<file path="src/rtl/mlops_pkg.sv">
// Shared types for the MLOps datapath blocks: chunk-FIFO status encoding and
// a helper for sizing counters whose modulus may be 1.
package mlops_pkg;

  typedef enum logic [1:0] {
    EMPTY   = 2'd0,
    FILLING = 2'd1,
    READY   = 2'd2,
    FULL    = 2'd3
  } vf_state_e;

  // A modulus-1 counter still needs a 1-bit register to be a legal vector.
  function automatic int unsigned cnt_width(input int unsigned modulus);
    return (modulus > 1) ? $clog2(modulus) : 1;
  endfunction

endpackage

</file>
<file path="src/rtl/chunk_ptr_ctr.sv">
// Wrapping up-counter used for the FIFO pointers and the per-vector chunk
// index; wrap_o strobes on the increment that returns the count to zero.
module chunk_ptr_ctr
  import mlops_pkg::*;
#(
  parameter int unsigned Modulus = 4
) (
  input  logic                           clk_in,
  input  logic                           rst_in,
  input  logic                           inc_i,
  output logic [cnt_width(Modulus)-1:0]  count_o,
  output logic                           wrap_o
);

  localparam int unsigned W = cnt_width(Modulus);
  localparam logic [W-1:0] Last = W'(Modulus - 1);

  logic [W-1:0] count_q;
  logic [W-1:0] count_d;

  always_comb begin
    count_d = count_q;
    if (inc_i) begin
      count_d = (count_q == Last) ? '0 : count_q + 1'b1;
    end
  end

  always_ff @(posedge clk_in or posedge rst_in) begin
    if (rst_in) begin
      count_q <= '0;
    end else begin
      count_q <= count_d;
    end
  end

  assign count_o = count_q;
  assign wrap_o  = inc_i && (count_q == Last);

endmodule

</file>
<file path="src/rtl/vec_chunk_fifo.sv">
// Chunk FIFO ahead of the weight-bias MACC: signals ready only once a whole
// vector is resident. Optional sticky error flags via VEC_CHUNK_FIFO_ERR_EN.
module vec_chunk_fifo
  import mlops_pkg::*;
#(
  parameter int unsigned InVecLength = 8,
  parameter int unsigned WorkingRegs = 2,
  parameter int unsigned NBits       = 16,
  parameter int unsigned DepthVecs   = 2
) (
  input  logic                                   clk_in,
  input  logic                                   rst_in,
  input  logic                                   wr_en,
  input  logic signed [WorkingRegs-1:0][NBits-1:0] wr_data,
  output logic                                   full,
  input  logic                                   req_chunk,
  output logic signed [WorkingRegs-1:0][NBits-1:0] out_data,
  output logic                                   in_data_ready,
  output logic [$clog2(DepthVecs+1)-1:0]         vec_count
`ifdef VEC_CHUNK_FIFO_ERR_EN
  ,
  output logic                                   overflow,
  output logic                                   underflow
`endif
);

  localparam int unsigned ChunksPerVec = InVecLength / WorkingRegs;
  localparam int unsigned Depth        = DepthVecs * ChunksPerVec;
  localparam int unsigned PtrW         = cnt_width(Depth);
  localparam int unsigned SubW         = cnt_width(ChunksPerVec);
  localparam int unsigned OccW         = $clog2(Depth + 1);
  localparam int unsigned VcW          = $clog2(DepthVecs + 1);
  localparam logic [OccW-1:0] OccFull  = OccW'(Depth);

  if (InVecLength % WorkingRegs != 0) begin : g_bad_len
    $error("vec_chunk_fifo: InVecLength must be a multiple of WorkingRegs");
  end
  if (DepthVecs < 1) begin : g_bad_depth
    $error("vec_chunk_fifo: DepthVecs must be at least 1");
  end

  logic [WorkingRegs-1:0][NBits-1:0] mem [Depth];

  logic [PtrW-1:0] wr_ptr;
  logic [PtrW-1:0] rd_ptr;
  logic [SubW-1:0] wr_sub;
  logic [SubW-1:0] rd_sub;
  logic            wr_ptr_wrap;
  logic            rd_ptr_wrap;
  logic            vec_done;
  logic            vec_used;

  logic [OccW-1:0] occ_q;
  logic [OccW-1:0] occ_d;
  logic [VcW-1:0]  vec_count_q;
  logic [VcW-1:0]  vec_count_d;
  vf_state_e       state_q;
  vf_state_e       state_d;

  logic push;
  logic pop;

  // A full FIFO drops the push even when a pop frees a slot this cycle.
  assign push = wr_en && (state_q != FULL);
  assign pop  = req_chunk && (occ_q != '0);

  chunk_ptr_ctr #(.Modulus(Depth)) u_wr_ptr (
    .clk_in  (clk_in),
    .rst_in  (rst_in),
    .inc_i   (push),
    .count_o (wr_ptr),
    .wrap_o  (wr_ptr_wrap)
  );

  chunk_ptr_ctr #(.Modulus(Depth)) u_rd_ptr (
    .clk_in  (clk_in),
    .rst_in  (rst_in),
    .inc_i   (pop),
    .count_o (rd_ptr),
    .wrap_o  (rd_ptr_wrap)
  );

  chunk_ptr_ctr #(.Modulus(ChunksPerVec)) u_wr_sub (
    .clk_in  (clk_in),
    .rst_in  (rst_in),
    .inc_i   (push),
    .count_o (wr_sub),
    .wrap_o  (vec_done)
  );

  chunk_ptr_ctr #(.Modulus(ChunksPerVec)) u_rd_sub (
    .clk_in  (clk_in),
    .rst_in  (rst_in),
    .inc_i   (pop),
    .count_o (rd_sub),
    .wrap_o  (vec_used)
  );

  // Control only needs the sub-counter wrap strobes and raw pointers.
  logic unused_ctr_bits;
  assign unused_ctr_bits = ^{wr_ptr_wrap, rd_ptr_wrap, wr_sub, rd_sub};

  always_ff @(posedge clk_in) begin
    if (push) begin
      mem[wr_ptr] <= wr_data;
    end
  end

  assign out_data = mem[rd_ptr];

  always_comb begin
    occ_d = occ_q;
    case ({push, pop})
      2'b10:   occ_d = occ_q + 1'b1;
      2'b01:   occ_d = occ_q - 1'b1;
      default: occ_d = occ_q;
    endcase
  end

  always_comb begin
    vec_count_d = vec_count_q;
    case ({vec_done, vec_used})
      2'b10:   vec_count_d = vec_count_q + 1'b1;
      2'b01:   vec_count_d = vec_count_q - 1'b1;
      default: vec_count_d = vec_count_q;
    endcase
  end

  // Status follows the post-update occupancy so it matches occ_q/vec_count_q.
  always_comb begin
    state_d = READY;
    if (occ_d == '0) begin
      state_d = EMPTY;
    end else if (occ_d == OccFull) begin
      state_d = FULL;
    end else if (vec_count_d == '0) begin
      state_d = FILLING;
    end
  end

  always_ff @(posedge clk_in or posedge rst_in) begin
    if (rst_in) begin
      occ_q       <= '0;
      vec_count_q <= '0;
      state_q     <= EMPTY;
    end else begin
      occ_q       <= occ_d;
      vec_count_q <= vec_count_d;
      state_q     <= state_d;
    end
  end

  assign full          = (state_q == FULL);
  assign vec_count     = vec_count_q;
  assign in_data_ready = (vec_count_q != '0);

`ifdef VEC_CHUNK_FIFO_ERR_EN
  logic overflow_q;
  logic underflow_q;

  always_ff @(posedge clk_in or posedge rst_in) begin
    if (rst_in) begin
      overflow_q  <= 1'b0;
      underflow_q <= 1'b0;
    end else begin
      if (wr_en && full) begin
        overflow_q <= 1'b1;
      end
      if (req_chunk && (occ_q == '0)) begin
        underflow_q <= 1'b1;
      end
    end
  end

  assign overflow  = overflow_q;
  assign underflow = underflow_q;
`endif

endmodule

</file>
<file path="config.mk">
export PLATFORM = sky130hd
export DESIGN_NAME = vec_chunk_fifo
export DESIGN_NICKNAME = d
export VERILOG_FILES = /design/src/rtl/mlops_pkg.sv /design/src/rtl/chunk_ptr_ctr.sv /design/src/rtl/vec_chunk_fifo.sv
export SDC_FILE = /design/constraint.sdc
export NUM_CORES = 1
export LEC_CHECK = 0
export ABC_AREA = 1
export CAP_MARGIN = 20
export CORE_MARGIN = 2
export CORE_UTILIZATION = 40
export DETAILED_ROUTE_END_ITERATION = 16
export DONT_BUFFER_PORTS = 1
export PLACE_DENSITY_LB_ADDON = 0.2
export SLEW_MARGIN = 25
export SYNTH_ARGS = -nofsm -noshare
export SYNTH_HDL_FRONTEND = slang
export SYNTH_HIERARCHICAL = 1
export SYNTH_SLANG_ARGS = --single-unit
</file>
<file path="constraint.sdc">
create_clock -name clk_in -period 3.12 [get_ports clk_in]
set_input_delay 0.624 -clock clk_in [delete_from_list [all_inputs] [get_ports clk_in]]
set_output_delay 0.624 -clock clk_in [all_outputs]
set_load 0.02 [all_outputs]
</file>
==> reports/metrics.yaml <==
rsz0062_at_grt: "false"
clk_latency_ns: 0.53
drive_above_1_share_pct: 14.2
hold-worst-slack_ns: 0.190
clock_skew_ns: 0.00989
area_delta_synth_final_pct: 15.4
fin_crit_sh_pct: 97.2
grt_overflow: 0
wl_per_cell_um: 18.2
die_h_um: 169
synth_warnings: 6
max_cap_viol_count: 0
cts_buffers: 29
cp_max_fo: 131
synth_area_per_cell_um2: 12.5
grt_pass1_vias: 6411
grt_pass1_wl_mm: 35.8
irDropWorstVdd_mv: 0.598
path_cells: "buf_16 > o21ai_0 > o22ai_1 > nor2_1 > a31oi_1 > buf_4"
grt_max_degree: 132
worst-endpoint-required_ns: 2.50
timing.fmax_mhz: 330
setup_ws_ns: 0.0875
numClockSinks: 274
fin_crit_ns: 3.03
io_pins: 72
ant_nets: 0
crit_type: "flip-flop to primary output"
slew_headroom_pct: 61.3
min_path_type: "input port to flip-flop"
n_antenna_cell: 0
cts_tree: "yes"
post-route-util_pct: 46.9
mappedNetlistNets: 918
worst_pin_slew_ns: 0.581
antenna_found_initial: 0
vias_per_cell: 5.16
dpl.hpwl_mm: 12.4
io_buffer_count: 0
coreArea_um2: 27000
cts_buffer_depth: 3
post_cts_buffers: 0
rows: 60
setup_viol: 0
track_usage_pct: 16.1
h-tree-depth: 1
p_per_area_nw_per_um2: 995
syn_area_um2: 11000
endpoint_kind: "primary output"
vias: 6561
dp_cells: 1219
initial_core_util_pct: 40.6
slew_violations: 0
route.detailed.drc: 0
cp_slowest_stage_delay_ns: 0.45
nets: 955
firstDrtPassIters: 4
total_leakage_power_uw: 0.00438
layout.cells.non_filler: 1272
clk_pin_slew_worst_paths_ns: 0.06
die_w_um: 169
status: "completed"
synthCells: 873
finalHoldViolCount: 0
cts-root-buf: "clkbuf_16"
dpl_worst_slack_ns: 0.654
cp.arrival_ns: 2.41
crit_path_start_kind: "flip-flop"
globalplace.congestion: 0.766
dr.first_iter.drc_count: 470
crit_slowest_cell: "dfrtp_4"
dieArea_um2: 28700
drt-total-wl_mm: 23.1
fin_setup_tns_ns: 0
[state kept, by name (all words and copies together) (netlist names)]
signal and count:
mem 256, occ_q 4, u_rd_ptr/count_o 3, u_wr_ptr/count_o 3, state_q 2, u_rd_sub/count_o 2, u_wr_sub/count_o 2, vec_count 2
[what timing repair did]
item,in CTS,in global routing
setup endpoints to repair,0,2
resized for setup,0,2
endpoints found under the hold margin,18,0
hold buffers,1,0
[cell usage in the layout, fill, tap and decap left out, drive strengths merged]
master	count
edfxtp	256
nor2	241
o21ai	132
nand2	55
buf	52
clkbuf	36
o22ai	33
a31oi	32
inv	32
dfrtp	18
clkinv	11
ha	9
nand3	7
xnor2	3
clkinvlp	3
a21boi	2
nand4	2
or2	2
a21o	1
a21oi	1
xor2	1
bufinv	1
dlygate4sd3	1
[per-stage QoR]
step                power (µW)  cell area (µm²)
floorplan                 7930            11000
global placement          9530            11700
detailed placement        9570            11700
CTS                      12800            12600
global route             13400            12600
finish                   12600            12600
[critical path: cells and delay by family, from the launching register on]
kind / cells / cell delay, ns
compound gates: 3 / 0.67
buf+inv: 2 / 0.64
flops: 1 / 0.45
simple gates: 1 / 0.06
[final timing paths]
| kind | to | slack, ns | from | cells past startpoint |
|---|---|---|---|---|
| max | out_data[20] | 0.09 | u_rd_ptr/count_o[0]$_DFFE_PP0P_ | 6 |
| min | mem[6][9]$_DFFE_PP_ | 0.19 | wr_data[9] | 0 |
| max reg2reg | state_q[0]$_DFF_PP0_ | 1.02 | state_q[0]$_DFF_PP0_ | 13 |
| min reg2reg | u_wr_sub/count_o[1]$_DFFE_PP0P_ | 0.48 | u_wr_sub/count_o[1]$_DFFE_PP0P_ | 2 |
| max in group asynchronous | occ_q[1]$_DFF_PP0_ | 2.20 | rst_in | 2 |
| min in group asynchronous | u_rd_sub/count_o[0]$_DFFE_PP0P_ | 0.57 | rst_in | 2 |
[layout make-up]
| cell class | count | area [µm²] |
|---|---|---|
| tap | 341 | 427 |
| sequential | 274 | 8140 |
| multi-input combinational | 521 | 2530 |
| clock inverter | 16 | 114 |
| timing repair buffer | 53 | 533 |
| fill | 2372 | 14300 |
| inverter | 31 | 119 |
| clock buffer | 36 | 772 |
[layer usage]
metal  track usage [%]  wire length [µm]
met5                 0                 0
met4              3.12               296
met3              4.10              1440
met2              27.2             11200
met1              21.3             10100
[report_power, final]
group          leakage [µW]  switching [µW]  internal (µW)
clock network      0.000435            1320           1830
logic               0.00141            2970           1600
registers           0.00254             239           4600
Power figures use the tool's default switching activity.
